===== config.mk =====
export PLATFORM = sky130hd
export DESIGN_NAME = moving_average_window
export DESIGN_NICKNAME = d
export VERILOG_FILES = /design/src/rtl/moving_average_pkg.sv /design/src/rtl/moving_average_delay_line.sv /design/src/rtl/moving_average_window.sv
export SDC_FILE = /design/constraint.sdc
export NUM_CORES = 1
export LEC_CHECK = 0
export CORE_ASPECT_RATIO = 0.6
export CORE_MARGIN = 2
export CORE_UTILIZATION = 40
export CTS_BUF_LIST = sky130_fd_sc_hd__clkbuf_16
export CTS_CLUSTER_DIAMETER = 150
export DETAILED_ROUTE_END_ITERATION = 6
export MAX_ROUTING_LAYER = met4
export SLEW_MARGIN = 5
export SYNTH_ARGS = -nofsm -noshare
export SYNTH_HDL_FRONTEND = slang
export SYNTH_SLANG_ARGS = --single-unit

===== constraint.sdc =====
create_clock -name clk -period 6.2 [get_ports clk]
set_input_delay 1.24 -clock clk [delete_from_list [all_inputs] [get_ports clk]]
set_output_delay 1.24 -clock clk [all_outputs]
set_load 0.01 [all_outputs]

===== src/rtl/moving_average_pkg.sv =====
// Shared constants and helpers for the moving-average window filter.
//   sum_w     : running-sum width for a given sample width and max window exponent
//   clamp_pow : limit a requested window exponent to the buffer's maximum
package moving_average_pkg;

  localparam int DEFAULT_DATA_W  = 10;
  localparam int DEFAULT_MAX_POW = 4;

  // Wide enough for 2^max_pow full-scale samples, so the sum cannot overflow.
  function automatic int sum_w(input int data_w, input int max_pow);
    return data_w + max_pow;
  endfunction

  function automatic int clamp_pow(input int pow, input int max_pow);
    return (pow > max_pow) ? max_pow : pow;
  endfunction

endpackage


===== src/rtl/moving_average_delay_line.sv =====
// Circular sample history for the moving-average filter.
// Write port at wr_ptr; one combinational read of the sample leaving the
// window, i.e. the one written 2^pow samples ago (offset wr_ptr - 2^pow).
// Ports:
//   clk, rst_n   : clock, async active-low reset (wr_ptr only)
//   wr_en        : store wr_data at wr_ptr and advance
//   clr          : synchronous pointer reset
//   wr_data      : sample to store
//   pow          : current window exponent
//   rd_data      : oldest sample of the current window
module moving_average_delay_line
  import moving_average_pkg::*;
#(
  parameter int DATA_W  = DEFAULT_DATA_W,
  parameter int MAX_POW = DEFAULT_MAX_POW,
  parameter int POW_W   = 3
) (
  input  logic              clk,
  input  logic              rst_n,
  input  logic              wr_en,
  input  logic              clr,
  input  logic [DATA_W-1:0] wr_data,
  input  logic [POW_W-1:0]  pow,
  output logic [DATA_W-1:0] rd_data
);

  localparam int DEPTH = 2 ** MAX_POW;

  logic [DATA_W-1:0]  mem [DEPTH];
  logic [MAX_POW-1:0] wr_ptr;
  logic [MAX_POW-1:0] rd_addr;
  logic [MAX_POW:0]   span;

  // With pow == MAX_POW the span wraps to zero: the slot about to be
  // overwritten is exactly the oldest sample.
  always_comb begin
    span    = (MAX_POW+1)'(1) << pow;
    rd_addr = wr_ptr - span[MAX_POW-1:0];
    rd_data = mem[rd_addr];
  end

  always_ff @(posedge clk or negedge rst_n) begin
    if (!rst_n)     wr_ptr <= '0;
    else if (clr)   wr_ptr <= '0;
    else if (wr_en) wr_ptr <= wr_ptr + 1'b1;
  end

  // History is not reset; the fill counter upstream masks stale entries.
  always_ff @(posedge clk) begin
    if (wr_en) mem[wr_ptr] <= wr_data;
  end

endmodule


===== src/rtl/moving_average_window.sv =====
// Boxcar moving average of unsigned samples over a runtime window of 2^P.
// Single running sum plus circular history sized for 2^MAX_POW samples.
// Ports:
//   clk, rst_n : clock, async active-low reset
//   data_i     : sample, valid with strobe_i
//   strobe_i   : sample-valid pulse
//   win_pow_i  : window exponent P (clamped to MAX_POW)
//   clear_i    : synchronous history flush (drops a same-cycle sample)
//   data_o     : average, held between strobes
//   strobe_o   : one-cycle result-valid pulse
//   warm_o     : window holds 2^P real samples
module moving_average_window
  import moving_average_pkg::*;
#(
  parameter int DATA_W  = DEFAULT_DATA_W,
  parameter int MAX_POW = DEFAULT_MAX_POW,
  parameter int POW_W   = 3
) (
  input  logic              clk,
  input  logic              rst_n,
  input  logic [DATA_W-1:0] data_i,
  input  logic              strobe_i,
  input  logic [POW_W-1:0]  win_pow_i,
  input  logic              clear_i,
  output logic [DATA_W-1:0] data_o,
  output logic              strobe_o,
  output logic              warm_o
);

  localparam int SW = sum_w(DATA_W, MAX_POW);

  logic [POW_W-1:0]  pow_q, eff_pow, pow_use;
  logic [SW-1:0]     sum, base_sum, old_ext, sum_nxt;
  logic [MAX_POW:0]  fill, base_fill, full, fill_nxt;
  logic [DATA_W-1:0] rd_data;
  logic              win_chg, accept, warm_nxt;

  moving_average_delay_line #(
    .DATA_W (DATA_W),
    .MAX_POW(MAX_POW),
    .POW_W  (POW_W)
  ) u_dly (
    .clk    (clk),
    .rst_n  (rst_n),
    .wr_en  (accept),
    .clr    (clear_i),
    .wr_data(data_i),
    .pow    (pow_q),
    .rd_data(rd_data)
  );

  // On a window change the sample (if any) starts a fresh window, so the
  // arithmetic runs from an empty sum/fill under the new exponent.
  always_comb begin
    eff_pow   = POW_W'(clamp_pow(int'(win_pow_i), MAX_POW));
    win_chg   = (eff_pow != pow_q);
    accept    = strobe_i && !clear_i;
    pow_use   = win_chg ? eff_pow : pow_q;
    base_sum  = win_chg ? '0 : sum;
    base_fill = win_chg ? '0 : fill;
    full      = (MAX_POW+1)'(1) << pow_use;
    // Missing samples count as zero until the window is full.
    old_ext   = (base_fill == full) ? SW'(rd_data) : '0;
    sum_nxt   = base_sum + SW'(data_i) - old_ext;
    fill_nxt  = (base_fill == full) ? full : base_fill + 1'b1;
    warm_nxt  = ((base_fill + 1'b1) >= full);
  end

  always_ff @(posedge clk or negedge rst_n) begin
    if (!rst_n) begin
      sum      <= '0;
      fill     <= '0;
      pow_q    <= '0;
      data_o   <= '0;
      strobe_o <= 1'b0;
      warm_o   <= 1'b0;
    end else if (clear_i) begin
      sum      <= '0;
      fill     <= '0;
      pow_q    <= eff_pow;
      strobe_o <= 1'b0;
      warm_o   <= 1'b0;
    end else begin
      strobe_o <= accept;
      pow_q    <= eff_pow;
      if (accept) begin
        sum    <= sum_nxt;
        fill   <= fill_nxt;
        warm_o <= warm_nxt;
        data_o <= DATA_W'(sum_nxt >> pow_use);
      end else if (win_chg) begin
        sum    <= '0;
        fill   <= '0;
        warm_o <= 1'b0;
      end
    end
  end

endmodule


== After elaboration in Yosys (flattened, before gate mapping) ==
Memory sizes are Yosys's and may differ from the RTL's.
Index checks and enable logic that the tools add are counted.

* Order comparisons: 2
* Reductions and logical operators: 5
* Shift operators: 3
* Add/subtract/negate cells: 5
* Eq/ne operators: 2
* Bitwise operators: 1
* Mux-type cells: 18

{| class="wikitable"
|+ Operator list
! operator !! number
|-
| 2-to-1 mux 14 bit || 3
|-
| 2-to-1 mux 5 bit || 4
|-
| adder 14 x 10 -> 14 bit || 1
|-
| >> shifter 14 x 3 -> 10 bit || 1
|-
| subtractor 14 x 10 -> 14 bit || 1
|-
| 2-to-1 mux 10 bit || 1
|-
| 2-to-1 mux 4 bit || 2
|-
| 2-to-1 mux 1 bit || 6
|-
| 2-to-1 mux 3 bit || 2
|-
| adder 5 x 1 -> 5 bit (second input constant) || 1
|-
| equality test 5 bit || 1
|-
| greater-or-equal comparator 5 bit || 1
|-
| left shift 1 x 3 -> 5 bit (first input constant) || 1
|-
| adder 4 x 1 -> 4 bit (second input constant) || 1
|-
| left shift 1 x 3 -> 4 bit (first input constant) || 1
|-
| subtractor 4 bit || 1
|-
| > comparator 3 bit (second input constant) || 1
|-
| inequality test 3 bit || 1
|-
| nonzero test 3 bit || 1
|-
| AND reduction 2 bit || 1
|-
| nonzero test 2 bit || 1
|-
| logical AND 1 bit || 1
|-
| logical NOT 1 bit || 1
|-
| NOT 1 bit || 1
|}

* Word-level logic and storage cells: 44
* Memories kept: 1
* Output and inout bits: 12
* Input bits: 17
* Flip-flop bits (word level): 38
* RAM bits: 160

{| class="wikitable"
|+ Memories
! memory !! words !! bits a word !! rd ports !! clocked after Yosys merged registers in !! wr ports !! RTL line !! RTL
|-
| u_dly.mem || 16 || 10 || 1 || 0 || 1 || moving_average_delay_line.sv:29 || <nowiki>logic [DATA_W-1:0] mem [DEPTH];</nowiki>
|}

== Depth between registers and ports, before layout ==
Gate-level depths: netlist of run 1.

* Word-level depth: 10
* Gate-level depth with buffers: 23
* Gate-level depth less buffers: 20

== Hierarchy ==
From an unflattened synthesis of run 1, not the netlist that was laid out.

* Cell total of the unflattened synthesis: 722
* Area, all modules: 9950.8 um^2

{| class="wikitable"
|+ By module, submodules not included
! module !! area an instance (um^2) !! cells an instance !! instances !! sequential area each (um^2)
|-
| moving_average_delay_line || 6789.0 || 337 || 1 || 4904.7
|-
| moving_average_window || 3161.8 || 385 || 1 || 850.8
|}

== Worst setup path before layout of run 1 ==
OpenSTA, ideal clock, no wires.

* Kind: input-to-reg
* Start: input port win_pow_i[1]
* End: register data_o[8]
* Arrival time: 5440 ps
* Required time: 6082 ps
* Library setup time: 118 ps
* Setup slack: 642 ps
* Stages on the path: 20
* Cell sequence: buf_2 xor2_1 o41ai_2 buf_2 nand2_1 inv_1 ha_1 nor2_1 o211ai_2 clkbuf_1 a211oi_1 fa_1 fa_1 nand2b_1 a21oi_1 o31ai_1 a21o_1 a21boi_0 o31ai_1 a21o_1

* Cells in the longest elaborated chain, start to end: 9
* Elaborated cells on any way between the ends: 12
* Those cells by class: add/sub (2); order compare (1); eq/ne (2); shift (2); mux (5)

{| class="wikitable"
|+ Ends and longest elaborated chain
! what !! RTL line !! RTL
|-
| start: declaration || moving_average_window.sv:23 || <nowiki>input logic [POW_W-1:0] win_pow_i,</nowiki>
|-
| > comparator 3 bit || moving_average_pkg.sv:15 || <nowiki>return (pow > max_pow) ? max_pow : pow;</nowiki>
|-
| 2-to-1 mux 3 bit (*) || moving_average_pkg.sv:15 ||
|-
| parallel branches: the longest is 6 deep, another holds adder 14 x 10 -> 14 bit || n/a ||
|-
| >> shifter 14 x 3 -> 10 bit (*) || moving_average_window.sv:90 || <nowiki>data_o <= DATA_W'(sum_nxt >> pow_use);</nowiki>
|-
| end signal: assignment || moving_average_window.sv:90 ||
|-
| end: declaration || moving_average_window.sv:25 || <nowiki>output logic [DATA_W-1:0] data_o,</nowiki>
|}

Mark *: on every way between the ends.
A chain may end at the register's enable or synchronous reset.

== Worst setup path in the final report of run 1 ==
* Start: input port win_pow_i[0]
* End: register data_o[7]

The elaborated chain is that of the path after synthesis.

==> flow_summary.yaml, run 1 <==
status:
  status: "complete, no violations"
setup_path:
  crit_cells: 19
  slowest_delay_ps: 650
  worstReg2RegStart: "pow_q[2]"
  cpLargestDelayFamily: "compound AO/OA/AOI/OAI gates"
  arrival_ps: 6160
  rr_worst_depth: 16
  cp_max_fo: 10
  crit_end: "data_o[7]"
  path_cells: "clkdlybuf4s50_1 -> xor2_1 -> o41ai_4 -> nand2_1 -> inv_1 -> ha_1 -> nor2_1 -> o211ai_2 -> a211oi_1 -> fa_1 -> inv_1 -> ha_1 -> a211oi_2 -> o21ai_2 -> nand2_1 -> nor2_1 -> a2111oi_0 -> a211oi_1 -> a22o_1"
  crit_type: "in -> reg"
  r2r_slack_ps: 480
  cpMaxStageDelayCell: "a2111oi_0"
  r2r-end: "data_o[7]"
  cp.required_ps: 6520
  crit_path_end_kind: "flip-flop"
  worst-path-buf-inv: 3
  startpoint: "win_pow_i[0]"
  crit_path_start_kind: "primary input"
clock_tree:
  cts_resized: 0
  cts_max_path_buffers: 2
  cts-htree-levels: 4
  clockRootBuffer: "clkbuf_16"
  clk_pin_slew_ps: 70
  cts_sinks: 198
  insertion_delay_ps: 440
  cts_inserted_buffers: 17
  cts_tree: "built"
logic_synthesis:
  yosysMostFrequentCell: "edfxtp_1"
  ys_ff_latch: 198
  synthDominantCellAreaShare_pct: 49.1
  synth-main-ff-cell: "edfxtp_1"
  yosysTopAreaCell: "edfxtp_1"
  synth_cell_types: 62
  ys_seq_area_share_pct: 58.8
  synth_edf_count: 160
  avgSynthCellArea_sq_um: 13.5
  syn_nets: 779
  yosys_warnings: 0
  synthCells: 724
  synth.cell_area_sq_um: 9780
  synthTopCellsByArea: "edfxtp_1 (49%), dfrtp_1 (9.7%), mux4_2 (9.2%)"
  synthArstFlopShare_pct: 19.2
  synth_common_cells: "edfxtp_1 (160), nor2_1 (59), inv_1 (44)"
floorplan:
  rows: 44
  die_y_um: 125
  die-area_sq_um: 25800
  start_util_pct: 40.6
  die_w_um: 206
  top_level_ports: 29
  core_area_sq_um: 24100
final_layout:
  antenna_cells: 0
  regArea_sq_um: 5760
  stdcell_count: 1113
  nFillCells: 2134
  area_growth_pct: 15.0
  multiInputGateArea_sq_um: 3730
  drive_gt1_share_pct: 16.8
  final_nets: 833
global_route:
  grt_pass1_vias: 6171
  grtUsageTotal_pct: 19.7
  grt_pass1_wl_um: 36700
  grt_overflow_total: 0
  grt_max_degree: 42
  antenna_found_initial: 0
drt:
  wl_um: 23300
  via_per_inst: 5.60
  drc: 0
  post_drt_wl_per_cell_um: 20.9
  vias: 6231
  drtIter0Drc: 658
  ant_nets: 0
  drt_pre_antenna_iters: 5
sta:
  hold_violations: 0
  fin_skew_ps: 10.1
  max_slew_margin_pct: 34.9
  tns_ps: 0
  setup_viol: 0
  period_share_pct: 94.1
  rsz0062_at_grt: "false"
  fmax_mhz: 171
  maxSlewViolCount: 0
  worst_slew_pin_slew_ps: 976
  fin_crit_ps: 5840
power:
  power.total_mw: 3.79
  power_density_nw_per_um2: 337
  leakagePower_nw: 4.11
  peakVddDrop_uv: 216
placement:
  dp_hpwl_um: 16600
  port_buffers: 28
  dpl.cell_count: 1076
  gp_congestion: 0.924
run:
  drv_cap: 0
min_path:
  hold_class: "reg -> reg"
report_power, final:
| part | leakage, nW | switching (mW) | internal, mW |
|---|---|---|---|
| sequential | 1.93 | 0.0347 | 1.50 |
| clock | 0.273 | 0.531 | 0.531 |
| combinational | 1.91 | 0.672 | 0.523 |
| total | 4.11 | 1.24 | 2.55 |
worst reg2reg max path, cell delays in order (launching register included):
cell,delay [ps]
dfrtp_1,590
nor3_1,120
ha_2,700
buf_12,280
mux4_2,540
nor2b_1,150
a211oi_1,390
a211oi_1,140
fa_1,550
inv_1,50
ha_1,400
o21ai_1,180
nor2_1,310
a211oi_2,170
a2111oi_0,700
a211oi_1,130
a22o_1,210
how the worst min path moves through the flow:
stage	start	end	slack, ps	depth (start not counted)
4_1_cts	data_o[7]	data_o[7]	520	1
3_5_place_dp	data_o[7]	data_o[7]	500	1
6_report	data_o[7]	data_o[7]	520	1
2_1_floorplan	data_o[7]	data_o[7]	540	1
3_3_place_gp	data_o[7]	data_o[7]	510	1
5_1_grt	data_o[7]	data_o[7]	530	1
layout make-up:
cell class                      instances  area share (%)
Sequential cell                       198            51.2
Clock inverter                         15            1.19
Inverter                               46            1.54
Timing Repair Buffer                   71            5.54
Clock buffer                           17            3.78
Multi-Input combinational cell        444            33.2
Tap cell                              322            3.58
per-stage QoR:
step                utilization [%]  hold WS (ps)  area [sq um]  setup slack (ps)
finish                         46.6           517         11200               363
global route                   46.6           532         11200               141
CTS                            46.4           521         11200               269
detailed placement             44.1           502         10600              12.4
global placement               44.1           507         10600               140
floorplan                         -           544          9780               642
registers in the layout, summed over array words and instances, names as in the netlist:
signal and cells:
u_dly.wr_ptr 4, sum 14, warm_o 1, data_o 10, pow_q 3, strobe_o 1, fill 5, u_dly.mem 160
cell usage in the layout (no fill, tap or decap), types with 4 or more instances in the layout:
| master | synthesis | routed |
|---|---|---|
| a211oi_1 | 29 | 29 |
| a21o_1 | 7 | 7 |
| a21oi_1 | 36 | 36 |
| a22oi_1 | 5 | 5 |
| a31oi_1 | 6 | 6 |
| and2_1 | 18 | 18 |
| buf_4 | 0 | 41 |
| clkbuf_16 | 0 | 17 |
| clkdlybuf4s50_1 | 0 | 27 |
| clkinv_4 | 0 | 4 |
| dfrtp_1 | 38 | 38 |
| edfxtp_1 | 160 | 160 |
| fa_1 | 11 | 10 |
| ha_1 | 27 | 26 |
| inv_1 | 44 | 44 |
| inv_8 | 0 | 5 |
| mux2i_1 | 14 | 14 |
| mux4_2 | 40 | 40 |
| nand2_1 | 43 | 43 |
| nand2b_1 | 6 | 6 |
| nand3_1 | 9 | 9 |
| nor2_1 | 59 | 59 |
| nor2b_1 | 14 | 14 |
| nor3_1 | 16 | 16 |
| o21ai_0 | 18 | 18 |
| o21ai_1 | 4 | 4 |
| o22ai_1 | 4 | 4 |
| o31ai_1 | 5 | 5 |
| xnor2_1 | 10 | 8 |
| xor2_1 | 13 | 13 |
routing by layer:
layer	GRT usage, %	up-vias	part of all wire, %
met5	-	-	0
met3	4.41	12	6.0
met4	3.49	0	0.57
met2	25.3	176	41
li1	-	2847	-
met1	31.7	3196	53
timing repair:
action,4_1_cts,5_1_grt
setup buffers,0,5
endpoints found under the setup margin,0,2
hold buffers,0,0
cells by family (layout without fill, tap and decap cells):
group | Yosys count | in the layout | share of synthesized area, %
flops | 198 | 198 | 58.8
mux | 57 | 57 | 11.0
fa+ha+maj | 38 | 38 | 5.70
buf+inv | 82 | 149 | 3.31
simple gates | 181 | 181 | 8.95
xor+xnor | 23 | 23 | 2.06
compound gates | 145 | 145 | 10.1
Note: power is estimated with default switching activity, not from simulation.
==> inputs of run 2 (changes only) <==
Settings changed: ABC_AREA set to 1, CORE_ASPECT_RATIO 0.6 to 1.75.
==> run 2 against run 1 <==
  * Worst hold slack lost 29 ps
  * Highest routed layer unchanged
  * Maximum frequency grew 9.0%
  * Sequential share of layout area grew 0.61 points
  * Register-to-register slack gained 760 ps
  * Utilization shrank 1.3 points
  * Critical path depth grew 7
  * Routed wire length grew 4.6%
  * First-iteration DRC count shrank 18%
  * Combinational power shrank 25%
==> flow_summary.yaml, run 2 <==
clock_tree:
  clockRootBuffer: "clkbuf_16"
  cts_inserted_buffers: 17
  insertion_delay_ps: 440
  cts_tree: "built"
  cts_setup_buffers: 0
  cts_sinks: 198
  cts_hold_buf: 0
  cts-htree-levels: 4
  clk_pin_slew_ps: 70
  cts_resized: 0
  cts_max_path_buffers: 2
floorplan:
  rows: 76
  top_level_ports: 29
  die-area_sq_um: 26100
  die_y_um: 212
  start_util_pct: 40.5
  die_w_um: 123
  core_area_sq_um: 24500
drt:
  drc: 0
  drt_pre_antenna_iters: 5
  via_per_inst: 5.29
  post_drt_wl_per_cell_um: 17.8
  vias: 7206
  ant_nets: 0
  drtIter0Drc: 537
  wl_um: 24300
sta:
  maxSlewViolCount: 0
  setup_slack_ps: 845
  rsz0062_at_grt: "false"
  fin_skew_ps: 13.8
  worst_slew_pin_slew_ps: 1220
  whs_ps: 488
  hold_violations: 0
  period_share_pct: 86.4
  fin_crit_ps: 5350
  max_slew_margin_pct: 18.2
  fmax_mhz: 187
  setup_viol: 0
  tns_ps: 0
run:
  drv_cap: 0
final_layout:
  drive_gt1_share_pct: 6.85
  antenna_cells: 0
  area_growth_pct: 11.9
  layout_commonest_cell: "nand2_1"
  regMostFlops: "u_dly.mem"
  largest_reg_flops: 160
  layout_common_cells: "nand2_1 (308), edfxtp_1 (160), inv_1 (96)"
  fin_area_sq_um: 11100
  nFillCells: 2347
  final_nets: 1093
  reg_top3: "u_dly.mem x160, sum x14, data_o x10"
setup_path:
  cp_max_fo: 16
  crit_path_start_kind: "primary input"
  arrival_ps: 5680
  crit_path_end_kind: "flip-flop"
  r2r_slack_ps: 1240
  cp.required_ps: 6520
  crit_type: "in -> reg"
logic_synthesis:
  synth_edf_count: 160
  yosys_warnings: 0
  synth_common_cells: "nand2_1 (308), edfxtp_1 (160), inv_1 (94)"
  synthArstFlopShare_pct: 19.2
  ys_seq_area_share_pct: 58.0
  yosys.area_share.simple_pct: 20.1
  synthDominantCellAreaShare_pct: 48.4
  yosysTopAreaCell: "edfxtp_1"
  yosys.area_share.adder_pct: 5.62
  synthTopCellsByArea: "edfxtp_1 (48%), nand2_1 (12%), dfrtp_1 (9.6%)"
  ys_ff_latch: 198
  synth-compound-area-share_pct: 9.80
  syn_nets: 1073
  synthMuxAreaShare_pct: 0
  synth.cell_area_sq_um: 9930
  synthCells: 1018
  avgSynthCellArea_sq_um: 9.75
  synth-main-ff-cell: "edfxtp_1"
  synth_top_family_by_area: "simple AND/OR/NAND/NOR gates"
  synthXorXnorAreaFrac_pct: 0.706
  yosysMostFrequentCell: "nand2_1"
  synth_cell_types: 38
power:
  clkPwrFrac_pct: 29.8
  leakagePower_nw: 4.52
  switchingPower_mw: 1.10
  internal_power_mw: 2.31
  power.total_mw: 3.42
  seqPwrFrac_pct: 44.0
  swShare_pct: 32.3
  power_density_nw_per_um2: 307
  peakVddDrop_uv: 188
  combPwrFrac_pct: 26.1
global_route:
  met2_usage_pct: 37.6
  grt_overflow_total: 0
  grt_pass1_vias: 7313
  antenna_found_initial: 0
  grt_pass1_wl_um: 38700
  grt_use_met3_pct: 2.84
  grtUsageTotal_pct: 20.5
  use_met1_pct: 20.8
  top_usage_layer: "met2"
  grt_max_degree: 81
placement:
  dp_hpwl_um: 17100
  pre_cts_ws_ps: 394
  port_buffers: 28
  place_area_sq_um: 10600
  gp_congestion: 0.943
min_path:
  hold_class: "reg -> reg"
status:
  status: "complete, no violations"
[run 2: changes by cell type in the layout (fill, tap and decap cells not counted), moves of 10 or more]
cell / previous run / this run
inv_1: 44 / 96
buf_4: 41 / 21
a211oi_1: 29 / 1
mux2i_1: 14 / 0
nor2_1: 59 / 69
nand2_1: 43 / 308
mux4_2: 40 / 0
and2_1: 18 / 0
nand3_1: 9 / 72
a32o_1: 0 / 27
nor2b_1: 14 / 0
o21ai_0: 18 / 30
a21oi_1: 36 / 49
[run 2: critical path: stages]
cell and delay, ps:
clkdlybuf4s50_1 430, inv_2 170, nand2_4 150, inv_2 220, nor2_2 70, nor2_4 110
nand2_1 90, nor2_1 230, ha_1 290, inv_1 90, nand3_2 100, nor2_4 120
nand2_4 130, nor2_1 250, fa_1 450, inv_1 60, ha_1 280, a21oi_1 200
a21boi_0 260, nand4_1 180, nand3_1 160, nand3_1 100, nand3_1 80, nand2_1 50
nand2_1 70, nand2_1 50
[run 2: area by class of cell]
class | count | area, sq um | area share (%)
Tap cell | 312 | 390 | 3.51
Inverter | 98 | 368 | 3.31
Clock buffer | 17 | 425 | 3.83
Sequential cell | 198 | 5760 | 51.8
Multi-Input combinational cell | 673 | 3610 | 32.5
Timing Repair Buffer | 50 | 453 | 4.08
Clock inverter | 15 | 108 | 0.968
[run 2: kinds of logic (layout without fill, tap and decap cells)]
| logic type | Yosys count | in the layout |
|---|---|---|
| and+or+nand+nor | 479 | 479 |
| DFF | 198 | 198 |
| AOI/OAI and AO/OA | 148 | 148 |
| buffers and inverters | 147 | 180 |
| adders and majority gates | 38 | 38 |
| xor gates and xnor gates | 8 | 8 |
[run 2: layer usage]
metal / wire, um / part of all wire, %
met1: 8890 / 37
met2: 13500 / 56
met3: 756 / 3.1
met4: 1150 / 4.7
met5: 0 / 0
[run 2: through the flow]
stage,std cells,util [%]
4_1_cts,1363,45.3
6_report,1363,45.3
5_1_grt,1363,45.3
3_5_place_dp,1331,43.1
2_1_floorplan,1018,-
3_3_place_gp,1331,43.1
[run 2: path summary, 6_finish.rpt]
check	from	end	cells after the start
hold / removal	data_o[8]	data_o[8]	2
max in group asynchronous	rst_n	u_dly.wr_ptr[2]	1
hold reg to reg	data_o[8]	data_o[8]	2
setup / recovery	win_pow_i[2]	data_o[8]	26
min in group asynchronous	rst_n	data_o[7]	1
setup reg to reg	pow_q[1]	data_o[8]	22
[run 2: power groups by stage]
stage,Clock (mW),Combinational [mW],Sequential (mW)
2_1_floorplan,0,0.606,1.54
3_3_place_gp,0,0.893,1.53
3_5_place_dp,0,0.899,1.53
4_1_cts,1.04,0.902,1.50
5_1_grt,1.09,1.01,1.51
6_report,1.02,0.893,1.50
